### config.mk
export PLATFORM = sky130hd
export DESIGN_NAME = stack_ctrl_flat
export DESIGN_NICKNAME = d
export VERILOG_FILES = /design/src/rtl/stack_ctrl_if.sv /design/src/rtl/stack_ctrl.sv /design/src/flat_wrapper.sv
export SDC_FILE = /design/constraint.sdc
export NUM_CORES = 1
export LEC_CHECK = 0
export ABC_AREA = 1
export ABC_CLOCK_PERIOD_IN_PS = 3250
export CAP_MARGIN = 20
export CELL_PAD_IN_SITES_DETAIL_PLACEMENT = 0
export CELL_PAD_IN_SITES_GLOBAL_PLACEMENT = 1
export CORE_UTILIZATION = 47
export DETAILED_ROUTE_END_ITERATION = 10
export DONT_BUFFER_PORTS = 1
export PLACE_DENSITY = 0.93
export SLEW_MARGIN = 20
export SYNTH_ARGS = -nofsm -noshare
export SYNTH_HDL_FRONTEND = slang
export SYNTH_SLANG_ARGS = --single-unit
### constraint.sdc
create_clock -name clk -period 3.25 [get_ports clk]
set_input_delay 0.65 -clock clk [delete_from_list [all_inputs] [get_ports clk]]
set_output_delay 0.65 -clock clk [all_outputs]
set_load 0.1 [all_outputs]
### src/rtl/stack_ctrl_if.sv
// Request/response handshake between the instruction FSM and the stack sequencer.
interface stack_ctrl_if #(
   parameter int DATA_WIDTH = 16
);
   logic                  push_req;
   logic [DATA_WIDTH-1:0] push_data;
   logic                  pop_req;
   logic                  clear_req;
   logic                  push_ack;
   logic                  pop_ack;
   logic                  clear_ack;
   logic [DATA_WIDTH-1:0] pop_data;
   logic                  ready;

   // Requester side (instruction FSM).
   modport master (
      output push_req, push_data, pop_req, clear_req,
      input  push_ack, pop_ack, clear_ack, pop_data, ready
   );

   // Stack sequencer side.
   modport slave (
      input  push_req, push_data, pop_req, clear_req,
      output push_ack, pop_ack, clear_ack, pop_data, ready
   );
endinterface

### src/rtl/stack_ctrl.sv
// Single owner of the data-stack RAM: serialises push/pop/clear requests,
// tracks the top-of-stack pointer and keeps sticky overflow/underflow flags.
// All RAM controls and acks are registered, so they are computed on the
// transition into the state in which they must be visible.
module stack_ctrl #(
   parameter int DATA_WIDTH = 16,
   parameter int DEPTH      = 32,
   parameter int ADDR_WIDTH = 5
) (
   input  logic                  clk,
   input  logic                  rst,
   stack_ctrl_if.slave           bus,
   output logic [ADDR_WIDTH:0]   tos_pointer,
   output logic                  full,
   output logic                  empty,
   output logic                  overflow_err,
   output logic                  underflow_err,
   output logic [ADDR_WIDTH-1:0] ram_addr,
   output logic [DATA_WIDTH-1:0] ram_wdata,
   output logic                  ram_we,
   output logic                  ram_re,
   input  logic [DATA_WIDTH-1:0] ram_rdata
);

   localparam int PW = ADDR_WIDTH + 1;

   typedef enum logic [2:0] {
      IDLE    = 3'd0,
      PUSH    = 3'd1,
      POP_RD  = 3'd2,
      POP_CAP = 3'd3,
      POP_ACK = 3'd4,
      CLEAR   = 3'd5,
      ERR     = 3'd6
   } state_t;

   state_t                state_q, state_d;
   logic [PW-1:0]         tos_q, tos_d;
   logic [DATA_WIDTH-1:0] pop_data_q, pop_data_d;
   logic                  push_ack_q, push_ack_d;
   logic                  pop_ack_q, pop_ack_d;
   logic                  clear_ack_q, clear_ack_d;
   logic                  ovf_q, ovf_d;
   logic                  unf_q, unf_d;
   logic [ADDR_WIDTH-1:0] ram_addr_q, ram_addr_d;
   logic [DATA_WIDTH-1:0] ram_wdata_q, ram_wdata_d;
   logic                  ram_we_q, ram_we_d;
   logic                  ram_re_q, ram_re_d;

   logic                  is_full, is_empty;
   logic [PW-1:0]         tos_m1;

   assign is_full  = (tos_q == PW'(DEPTH));
   assign is_empty = (tos_q == '0);
   assign tos_m1   = tos_q - PW'(1);

   // Next-state and next-output decode; acks and RAM strobes default low so
   // they pulse for exactly one cycle.
   always_comb begin
      state_d     = state_q;
      tos_d       = tos_q;
      pop_data_d  = pop_data_q;
      push_ack_d  = 1'b0;
      pop_ack_d   = 1'b0;
      clear_ack_d = 1'b0;
      ovf_d       = ovf_q;
      unf_d       = unf_q;
      ram_addr_d  = ram_addr_q;
      ram_wdata_d = ram_wdata_q;
      ram_we_d    = 1'b0;
      ram_re_d    = 1'b0;

      case (state_q)
         IDLE: begin
            if (bus.clear_req) begin
               state_d     = CLEAR;
               clear_ack_d = 1'b1;
            end else if (bus.pop_req) begin
               if (is_empty) begin
                  state_d   = ERR;
                  unf_d     = 1'b1;
                  pop_ack_d = 1'b1;
               end else begin
                  state_d    = POP_RD;
                  ram_re_d   = 1'b1;
                  ram_addr_d = tos_m1[ADDR_WIDTH-1:0];
               end
            end else if (bus.push_req) begin
               if (is_full) begin
                  state_d    = ERR;
                  ovf_d      = 1'b1;
                  push_ack_d = 1'b1;
               end else begin
                  state_d     = PUSH;
                  ram_we_d    = 1'b1;
                  ram_addr_d  = tos_q[ADDR_WIDTH-1:0];
                  ram_wdata_d = bus.push_data;
                  push_ack_d  = 1'b1;
               end
            end
         end
         PUSH: begin
            tos_d   = tos_q + PW'(1);
            state_d = IDLE;
         end
         POP_RD: begin
            tos_d   = tos_m1;
            state_d = POP_CAP;
         end
         POP_CAP: begin
            // RAM data is valid the cycle after the read strobe.
            pop_data_d = ram_rdata;
            pop_ack_d  = 1'b1;
            state_d    = POP_ACK;
         end
         POP_ACK: state_d = IDLE;
         CLEAR: begin
            tos_d   = '0;
            ovf_d   = 1'b0;
            unf_d   = 1'b0;
            state_d = IDLE;
         end
         ERR:     state_d = IDLE;
         default: state_d = IDLE;
      endcase
   end

   // State and registered outputs; synchronous active-low reset aborts any op.
   always_ff @(posedge clk) begin
      if (!rst) begin
         state_q     <= IDLE;
         tos_q       <= '0;
         pop_data_q  <= '0;
         push_ack_q  <= 1'b0;
         pop_ack_q   <= 1'b0;
         clear_ack_q <= 1'b0;
         ovf_q       <= 1'b0;
         unf_q       <= 1'b0;
         ram_addr_q  <= '0;
         ram_wdata_q <= '0;
         ram_we_q    <= 1'b0;
         ram_re_q    <= 1'b0;
      end else begin
         state_q     <= state_d;
         tos_q       <= tos_d;
         pop_data_q  <= pop_data_d;
         push_ack_q  <= push_ack_d;
         pop_ack_q   <= pop_ack_d;
         clear_ack_q <= clear_ack_d;
         ovf_q       <= ovf_d;
         unf_q       <= unf_d;
         ram_addr_q  <= ram_addr_d;
         ram_wdata_q <= ram_wdata_d;
         ram_we_q    <= ram_we_d;
         ram_re_q    <= ram_re_d;
      end
   end

   assign bus.push_ack  = push_ack_q;
   assign bus.pop_ack   = pop_ack_q;
   assign bus.clear_ack = clear_ack_q;
   assign bus.pop_data  = pop_data_q;
   assign bus.ready     = (state_q == IDLE);

   assign tos_pointer   = tos_q;
   assign full          = is_full;
   assign empty         = is_empty;
   assign overflow_err  = ovf_q;
   assign underflow_err = unf_q;
   assign ram_addr      = ram_addr_q;
   assign ram_wdata     = ram_wdata_q;
   assign ram_we        = ram_we_q;
   assign ram_re        = ram_re_q;

endmodule
### src/flat_wrapper.sv
// flat-port wrapper written by rule: the top's interface ports become plain ports
module stack_ctrl_flat 
#(
   parameter int DATA_WIDTH = 16,
   parameter int DEPTH      = 32,
   parameter int ADDR_WIDTH = 5
)
  (clk, rst, tos_pointer, full, empty, overflow_err, underflow_err, ram_addr, ram_wdata, ram_we, ram_re, ram_rdata, bus_push_req, bus_push_data, bus_pop_req, bus_clear_req, bus_push_ack, bus_pop_ack, bus_clear_ack, bus_pop_data, bus_ready);
  stack_ctrl_if #(.DATA_WIDTH(DATA_WIDTH)) bus_i ();
  input  logic clk;
  input  logic rst;
  output logic [ADDR_WIDTH:0] tos_pointer;
  output logic full;
  output logic empty;
  output logic overflow_err;
  output logic underflow_err;
  output logic [ADDR_WIDTH-1:0] ram_addr;
  output logic [DATA_WIDTH-1:0] ram_wdata;
  output logic ram_we;
  output logic ram_re;
  input  logic [DATA_WIDTH-1:0] ram_rdata;
  input wire logic [$bits(bus_i.push_req)-1:0] bus_push_req;
  input wire logic [$bits(bus_i.push_data)-1:0] bus_push_data;
  input wire logic [$bits(bus_i.pop_req)-1:0] bus_pop_req;
  input wire logic [$bits(bus_i.clear_req)-1:0] bus_clear_req;
  output wire logic [$bits(bus_i.push_ack)-1:0] bus_push_ack;
  output wire logic [$bits(bus_i.pop_ack)-1:0] bus_pop_ack;
  output wire logic [$bits(bus_i.clear_ack)-1:0] bus_clear_ack;
  output wire logic [$bits(bus_i.pop_data)-1:0] bus_pop_data;
  output wire logic [$bits(bus_i.ready)-1:0] bus_ready;
  assign bus_i.push_req = bus_push_req;
  assign bus_i.push_data = bus_push_data;
  assign bus_i.pop_req = bus_pop_req;
  assign bus_i.clear_req = bus_clear_req;
  assign bus_push_ack = bus_i.push_ack;
  assign bus_pop_ack = bus_i.pop_ack;
  assign bus_clear_ack = bus_i.clear_ack;
  assign bus_pop_data = bus_i.pop_data;
  assign bus_ready = bus_i.ready;
  stack_ctrl #(.DATA_WIDTH(DATA_WIDTH), .DEPTH(DEPTH), .ADDR_WIDTH(ADDR_WIDTH)) u_core (.clk(clk), .rst(rst), .bus(bus_i), .tos_pointer(tos_pointer), .full(full), .empty(empty), .overflow_err(overflow_err), .underflow_err(underflow_err), .ram_addr(ram_addr), .ram_wdata(ram_wdata), .ram_we(ram_we), .ram_re(ram_re), .ram_rdata(ram_rdata));
endmodule
# Word-level counts from Yosys, hierarchy flattened
# Index checks and enable logic that the tools add are counted.
# op_classes
bitwise	6
n_addsub	2
magnitude_cmp	0
n_eq_ne	14
mul	0
shifts	0
n_div	0
n_reduce_logical	13
n_mux	28
# ops
cell	count
two-way mux 5 bit	4
one-hot mux 6 bit (3 select lines)	1
two-way mux 3 bit	5
AND reduction 5 bit	3
two-way mux 1 bit	14
inequality test 2 bit (second input constant)	7
one-hot mux 3 bit (3 select lines)	1
OR reduction 4 bit	2
adder 6 x 1 -> 6 bit (second input constant)	1
equality test 3 x 2 -> 1 bit (second input constant)	2
equality test 6 bit (second input constant)	1
logical NOT 6 bit	1
inverter 1 bit	6
one-hot mux 1 bit (2 select lines)	3
subtractor 6 x 1 -> 6 bit (second input constant)	1
OR reduction 5 bit	1
inequality test 4 bit (second input constant)	1
AND reduction 4 bit	1
nonzero test 2 bit	2
equality test 3 x 1 -> 1 bit (second input constant)	1
equality test 3 bit (second input constant)	1
logical NOT 3 bit	1
nonzero test 3 bit	1
inequality test 2 x 1 -> 1 bit (second input constant)	1
AND reduction 2 bit	1
# word_totals
latchBits	0
mem_count	0
word_cells	75
out_inout_bits	53
mem_bits_rw	0
ff_bits	53
inputBits	37
romBits	0

# Logic depth before layout (Yosys ltp)
# Gate-level depths: netlist of run 1.
# depth
word_depth	6
depth_mapped	9
depth_no_buf	8

# Least setup slack after synthesis of run 1
# Ideal clock, no wire load.
# synth_timing
kind	flip-flop to output port
startpoint	register u_core.tos_q[0] (netlist: u_core.tos_pointer[0])
endpoint	output port full
path_slack_ns	0.198
t_arrival_ns	2.402
t_required_ns	2.600
n_path_buf	1
path_stages_with_launch	6
cell_sequence	dfxtp_1 > inv_1 > ha_1 > nand3_4 > buf_2 > inv_1
# synth_between
elab_chain_len	1
# synth_lines
item	line_no	rtl
start: declaration	stack_ctrl.sv:38	logic [PW-1:0] tos_q, tos_d;
start signal: assignment	stack_ctrl.sv:145	tos_q <= tos_d;
equality test 6 bit	stack_ctrl.sv:53	assign is_full = (tos_q == PW'(DEPTH));
end: declaration	flat_wrapper.sv:13	output logic full;
# Every way passes these cells.

# Worst setup path in the final report of run 1
# layout_timing
startpoint	register u_core.tos_q[5] (netlist: u_core.tos_pointer[5])
endpoint	output port full
# The elaborated chain is that of the path after synthesis.

==> qor.csv, run 1 <==
metric,value,unit
status,"finished, final reports clean",
port bufs,0,
WP data arrival,1.88,ns
TNS Setup,0,ns
pin count of the biggest net entering global routing,29,
fin crit period,2.53,ns
critical path data required time,2.60,ns
1st-pass router iterations,4,
clk slew on worst S/H paths,0.09,ns
Synth Cell Area,0.00247,mm^2
FF-to-FF path depth,8,
Leak,0.00110,uW
Core ar.,0.00507,mm^2
Post-CTS Resized,0,
grt ovf,0,
VDD IR max,0.000544,V
Avg Inst Size Synth,7.70,um^2
CP Class,reg2out,
Post-synth top cells,"nand2_1, nor2_1, dfxtp_1, o21ai_0",
site row count,26,
Post-DRT Antenna Nets,0,
Synth async-reset ratio,0,%
Final Instance Area,0.00263,mm^2
clk_lat worst skew,0.30,ns
via count normalized by instance count,5.14,
dpl cell area,0.00254,mm^2
DRC Markers,0,
drt total wl,5.34,mm
DR vias,2031,
max-slew violations,0,
#FFs+latches synth,53,
max_slew headroom,33.5,%
Startpoint Class,register,
Cells after Synth,321,
CTS tree,built,
share of layout cells above drive strength 1,16.9,%
Final setup violation count,0,
Final Power,3070,uW
Power Dens Cells,1170,mW/mm^2
RD Place Congestion,0.834,
"Core Util, Final",51.8,%
Final Cycle Share,78.0,%
H-tree depth,2,
Clock Tree Root,clkbuf_8,
Worst R2R Setup Slack,1.32,ns
Worst Setup End Kind,output port,
Layout Skew,0.00310,ns
hold path depth,2,
global-route wire length before repair,8.20,mm
area grow syn2layout,6.43,%
total track usage,19.3,%
initial antenna violation count,0,
CTS max path bufs,2,
number of distinct library cells after synthesis,31,
synth warn,0,
Max Freq,395,MHz
Num Clock Sinks,53,
Fill cells,514,
Max Fanout on Critical Path,19,
placed instance count,387,
DPL Wire Length,3.86,mm
Num CTS Buffers,5,
final net count,363,
die area,0.00555,mm^2
Routed wire per std cell,13.5,um
"non-filler cells, final",395,
Die Wd,74.5,um
ant diodes,0,
slew at the pin closest to its max-slew limit,0.997,ns
FF/Latch Area,0.00106,mm^2
Hold Buf Count CTS,0,
top-count cell post-synth,nand2_1,
final hold violations,0,
overall die height,74.5,um
post-synth top area cell,dfxtp_1,
Initial Util,48.7,%
largest cells by area after synthesis,"dfxtp_1, nand2_1, nor2_1",
Max Cap Viol,0,
ys flop type,dfxtp_1,
Post-CTS Setup Inserts,0,
footprint of the multi-input gates,0.00123,mm^2
unrepaired setup endpoints after global routing,false,
register area share after synthesis,42.9,%
vias in the first global route,1819,
"EDFF count, synth",0,
I/O Pins,90,
DRT iter0 DRCs,77,
worst hold path type,in2reg,
Synthesized Nets,360,
share of the synthesized area in the top cell type,42.9,%
[cells in the final DEF (no fill, tap or decap), types with 2 or more instances in the layout]
master | netlist | final
clkbuf_8 | 0 | 5
clkinvlp_4 | 0 | 2
xor2_1 | 4 | 4
inv_1 | 21 | 21
nand3_1 | 21 | 21
dfxtp_1 | 53 | 53
inv_2 | 5 | 5
buf_4 | 0 | 9
a21oi_2 | 10 | 10
nand4_1 | 3 | 3
ha_1 | 2 | 2
nand3_4 | 2 | 2
nand2_1 | 62 | 62
a21oi_1 | 16 | 16
nor2_1 | 59 | 59
nor2_4 | 3 | 3
nand2_2 | 3 | 3
nand3_2 | 11 | 11
o21ai_0 | 22 | 22
[layer usage]
layer / track usage (%) / vias up / part of all wire [%]
met4: 6.71 / 0 / 0.81
met2: 30.7 / 101 / 44
met5: 0 / - / 0
li1: - / 1037 / -
met1: 24.3 / 889 / 44
met3: 6.78 / 4 / 12
[report_power, final]
part	total, uW	switching, uW	internal, uW
logic	1330	1000	323
clock network	365	213	152
registers	1380	616	762
total	3070	1830	1240
[kinds of logic after synthesis]
kind of cell | synth area share [%]
compound gates | 12.3
xor+xnor | 1.77
fa+ha+maj | 1.01
buf+inv | 7.34
flops | 42.9
simple gates | 34.6
[critical path: stages, from the launching register on]
cell and delay [ns]:
dfxtp_1 0.32, buf_4 0.30, inv_2 0.12, nor2_2 0.16
nand3_4 0.27, inv_1 0.12, buf_4 0.29
[worst paths after layout]
check | startpoint | to
hold reg to reg | u_core.tos_pointer[0] | u_core.tos_pointer[0]
setup / recovery | u_core.tos_pointer[5] | full
setup reg to reg | u_core.state_q[2] | u_core.overflow_err
hold / removal | rst | u_core.ram_addr[4]
[stage by stage]
stage / hold WS [ns] / setup slack, ns
floorplan: 0.560 / 0.198
global placement: 0.568 / 1.06
CTS: 0.441 / 0.688
finish: 0.454 / 0.716
detailed placement: 0.579 / 1.04
global route: 0.442 / 0.575
[flip-flops by register name (all words and copies together) (netlist names), 3 cells and up]
name,count
u_core.state_q,3
u_core.ram_addr,5
u_core.ram_wdata,16
u_core.bus.pop_data,16
u_core.tos_pointer,6
[area by class of cell]
cell class,count,share of cell area [%]
Multi-Input combinational cell,229,46.7
Sequential cell,53,40.3
Inverter,26,3.71
Tap cell,70,3.33
Clock buffer,6,2.76
Timing Repair Buffer,9,2.57
Clock inverter,2,0.571
No activity file was read; power rests on OpenSTA's default activity.
==> run 2: changes to the inputs <==
ABC_CLOCK_PERIOD_IN_PS = 2600   (was 3250)
CORE_UTILIZATION = 44   (was 47)
PLACE_DENSITY = 0.88   (was 0.93)
clock period = 2.6 ns   (was 3.25 ns; I/O delays follow)
==> qor.csv, run 2 (same netlist as run 1, synthesis figures left out) <==
metric,value,unit,change
status,"finished, final reports clean",,
"most common cell after layout, fill and taps aside",nand2_1,,
WP data arrival,1.73,ns,-0.15 ns
vias in the first global route,2014,,+11%
worst flop-to-flop path startpoint,u_core.state_q[1],,
Routed wire per std cell,12.9,um,-4.2%
unrepaired setup endpoints after global routing,false,,
crit-path cells,"inv_1, ha_1, nand3_4, inv_1, buf_12",,
worst hold path type,in2reg,,
Max Cap Viol,0,,unchanged
crit path to,full,,
"most used cell, CP",inv_1,,
clk slew on worst S/H paths,0.09,ns,about the same
Max Fanout on Critical Path,19,,unchanged
site row count,26,,unchanged
port bufs,0,,unchanged
critical path data required time,2.08,ns,-0.52 ns
overall die height,77.0,um,+3.3%
Worst R2R Setup Slack,0.92,ns,-0.40 ns
Die Wd,77.0,um,+3.3%
Fill cells,509,,-0.97%
via count normalized by instance count,5.03,,-2.2%
Startpoint Class,register,,
grt ovf,0,,unchanged
RD Place Congestion,0.846,,+1.4%
1st-pass router iterations,4,,unchanged
DRT iter0 DRCs,132,,+71%
global-route wire length before repair,9.29,mm,+13%
TNS Setup,0,ns,unchanged
DR vias,2202,,+8.4%
CP Class,reg2out,,
hold path depth,2,,unchanged
VDD IR max,0.000955,V,+76%
Num Clock Sinks,53,,unchanged
total track usage,19.7,%,+0.34 points
Critical-path top delay cell,dfxtp_2,,
Hold WS,0.328,ns,-0.125 ns
initial antenna violation count,0,,unchanged
Final Power,4060,uW,+32%
Worst Setup End Kind,output port,,
"non-filler cells, final",438,,+11%
fin crit period,2.25,ns,
clk_lat worst skew,0.31,ns,about the same
Post-CTS Resized,0,,unchanged
met3 routed WL,502,um,-19%
Post-CTS Setup Inserts,0,,unchanged
FF-to-FF path depth,5,,-3
Core ar.,0.00527,mm^2,+3.8%
die area,0.00592,mm^2,+6.6%
H-tree depth,2,,unchanged
final net count,406,,+12%
DPL Wire Length,4.16,mm,+7.7%
Hold Buf Count CTS,0,,unchanged
max-slew violations,0,,unchanged
CTS max path bufs,2,,unchanged
area grow syn2layout,20.7,%,
Final setup violation count,0,,unchanged
hold_sp,rst,,
DRC Markers,0,,unchanged
Layout Skew,0.00535,ns,+0.00225 ns
final hold violations,0,,unchanged
Critical path origin,u_core.tos_pointer[0],,
r2r endpoint,u_core.bus.pop_data[13],,
Final Cycle Share,86.4,%,
CTS tree,built,,
met2 WL post-DR,2.58,mm,+10%
I/O Pins,90,,unchanged
Post-DRT Antenna Nets,0,,unchanged
"commonest cells after routing, fill and taps aside","nand2_1, nor2_1, buf_4",,
M1 WL,2.48,mm,+6.5%
Power Dens Cells,1360,mW/mm^2,+17%
max_slew headroom,38.0,%,+4.6 points
drt total wl,5.67,mm,+6.2%
ant diodes,0,,unchanged
Max Freq,445,MHz,
share of layout cells above drive strength 1,28.0,%,+11 points
Initial Util,46.9,%,-1.8 points
Leak,0.00135,uW,+23%
slew at the pin closest to its max-slew limit,0.928,ns,-0.0685 ns
Clock Tree Root,clkbuf_8,,
uppermost routed layer,met4,,
pin count of the biggest net entering global routing,29,,unchanged
Slowest Stage Delay on Critical Path,0.33,ns,about the same
placed instance count,430,,+11%
Num CTS Buffers,5,,unchanged
## run 2: how the worst min path moves through the flow
stage                           endpoint  slack, ns
floorplan              u_core.state_q[0]       0.56
global placement     u_core.ram_wdata[3]       0.45
detailed placement  u_core.ram_wdata[10]       0.46
CTS                   u_core.ram_addr[4]       0.32
global route          u_core.ram_addr[0]       0.32
finish                u_core.ram_addr[4]       0.33
## run 2: area by class of cell
cell class	count	area [um^2]	area share (%)
Multi-Input combinational cell	229	1230	41.2
Clock buffer	6	72.6	2.43
Inverter	26	97.6	3.27
Clock inverter	2	13.8	0.461
Tap cell	70	87.6	2.94
Timing Repair Buffer	52	415	13.9
Sequential cell	53	1070	35.8
## run 2: where the power goes
group	switching (uW)	internal [uW]	leakage, uW
clock	270	192	0.0000456
combinational	1960	581	0.000869
sequential	94.5	960	0.000433
## run 2: worst max-delay path, delay by kind of cell, from the launching register on
| family | cells | cell delay (ns) |
|---|---|---|
| buf+inv | 3 | 0.49 |
| flops | 1 | 0.33 |
| simple gates | 1 | 0.30 |
| fa+ha+maj | 1 | 0.29 |
## run 2: through the flow
step / worst slack (ns) / cell area (um^2) / utilization [%]
finish: 0.354 / 2980 / 56.6
global placement: 0.732 / 2900 / 55.0
global route: 0.254 / 2980 / 56.6
CTS: 0.344 / 2980 / 56.6
detailed placement: 0.683 / 2900 / 55.0
floorplan: 0.0736 / 2480 / -
## run 2: per-layer routing
metal	global-route usage, %	vias up
met4	6.35	0
met2	33.2	100
met5	0	-
met3	5.24	9
met1	24.1	968
li1	-	1125
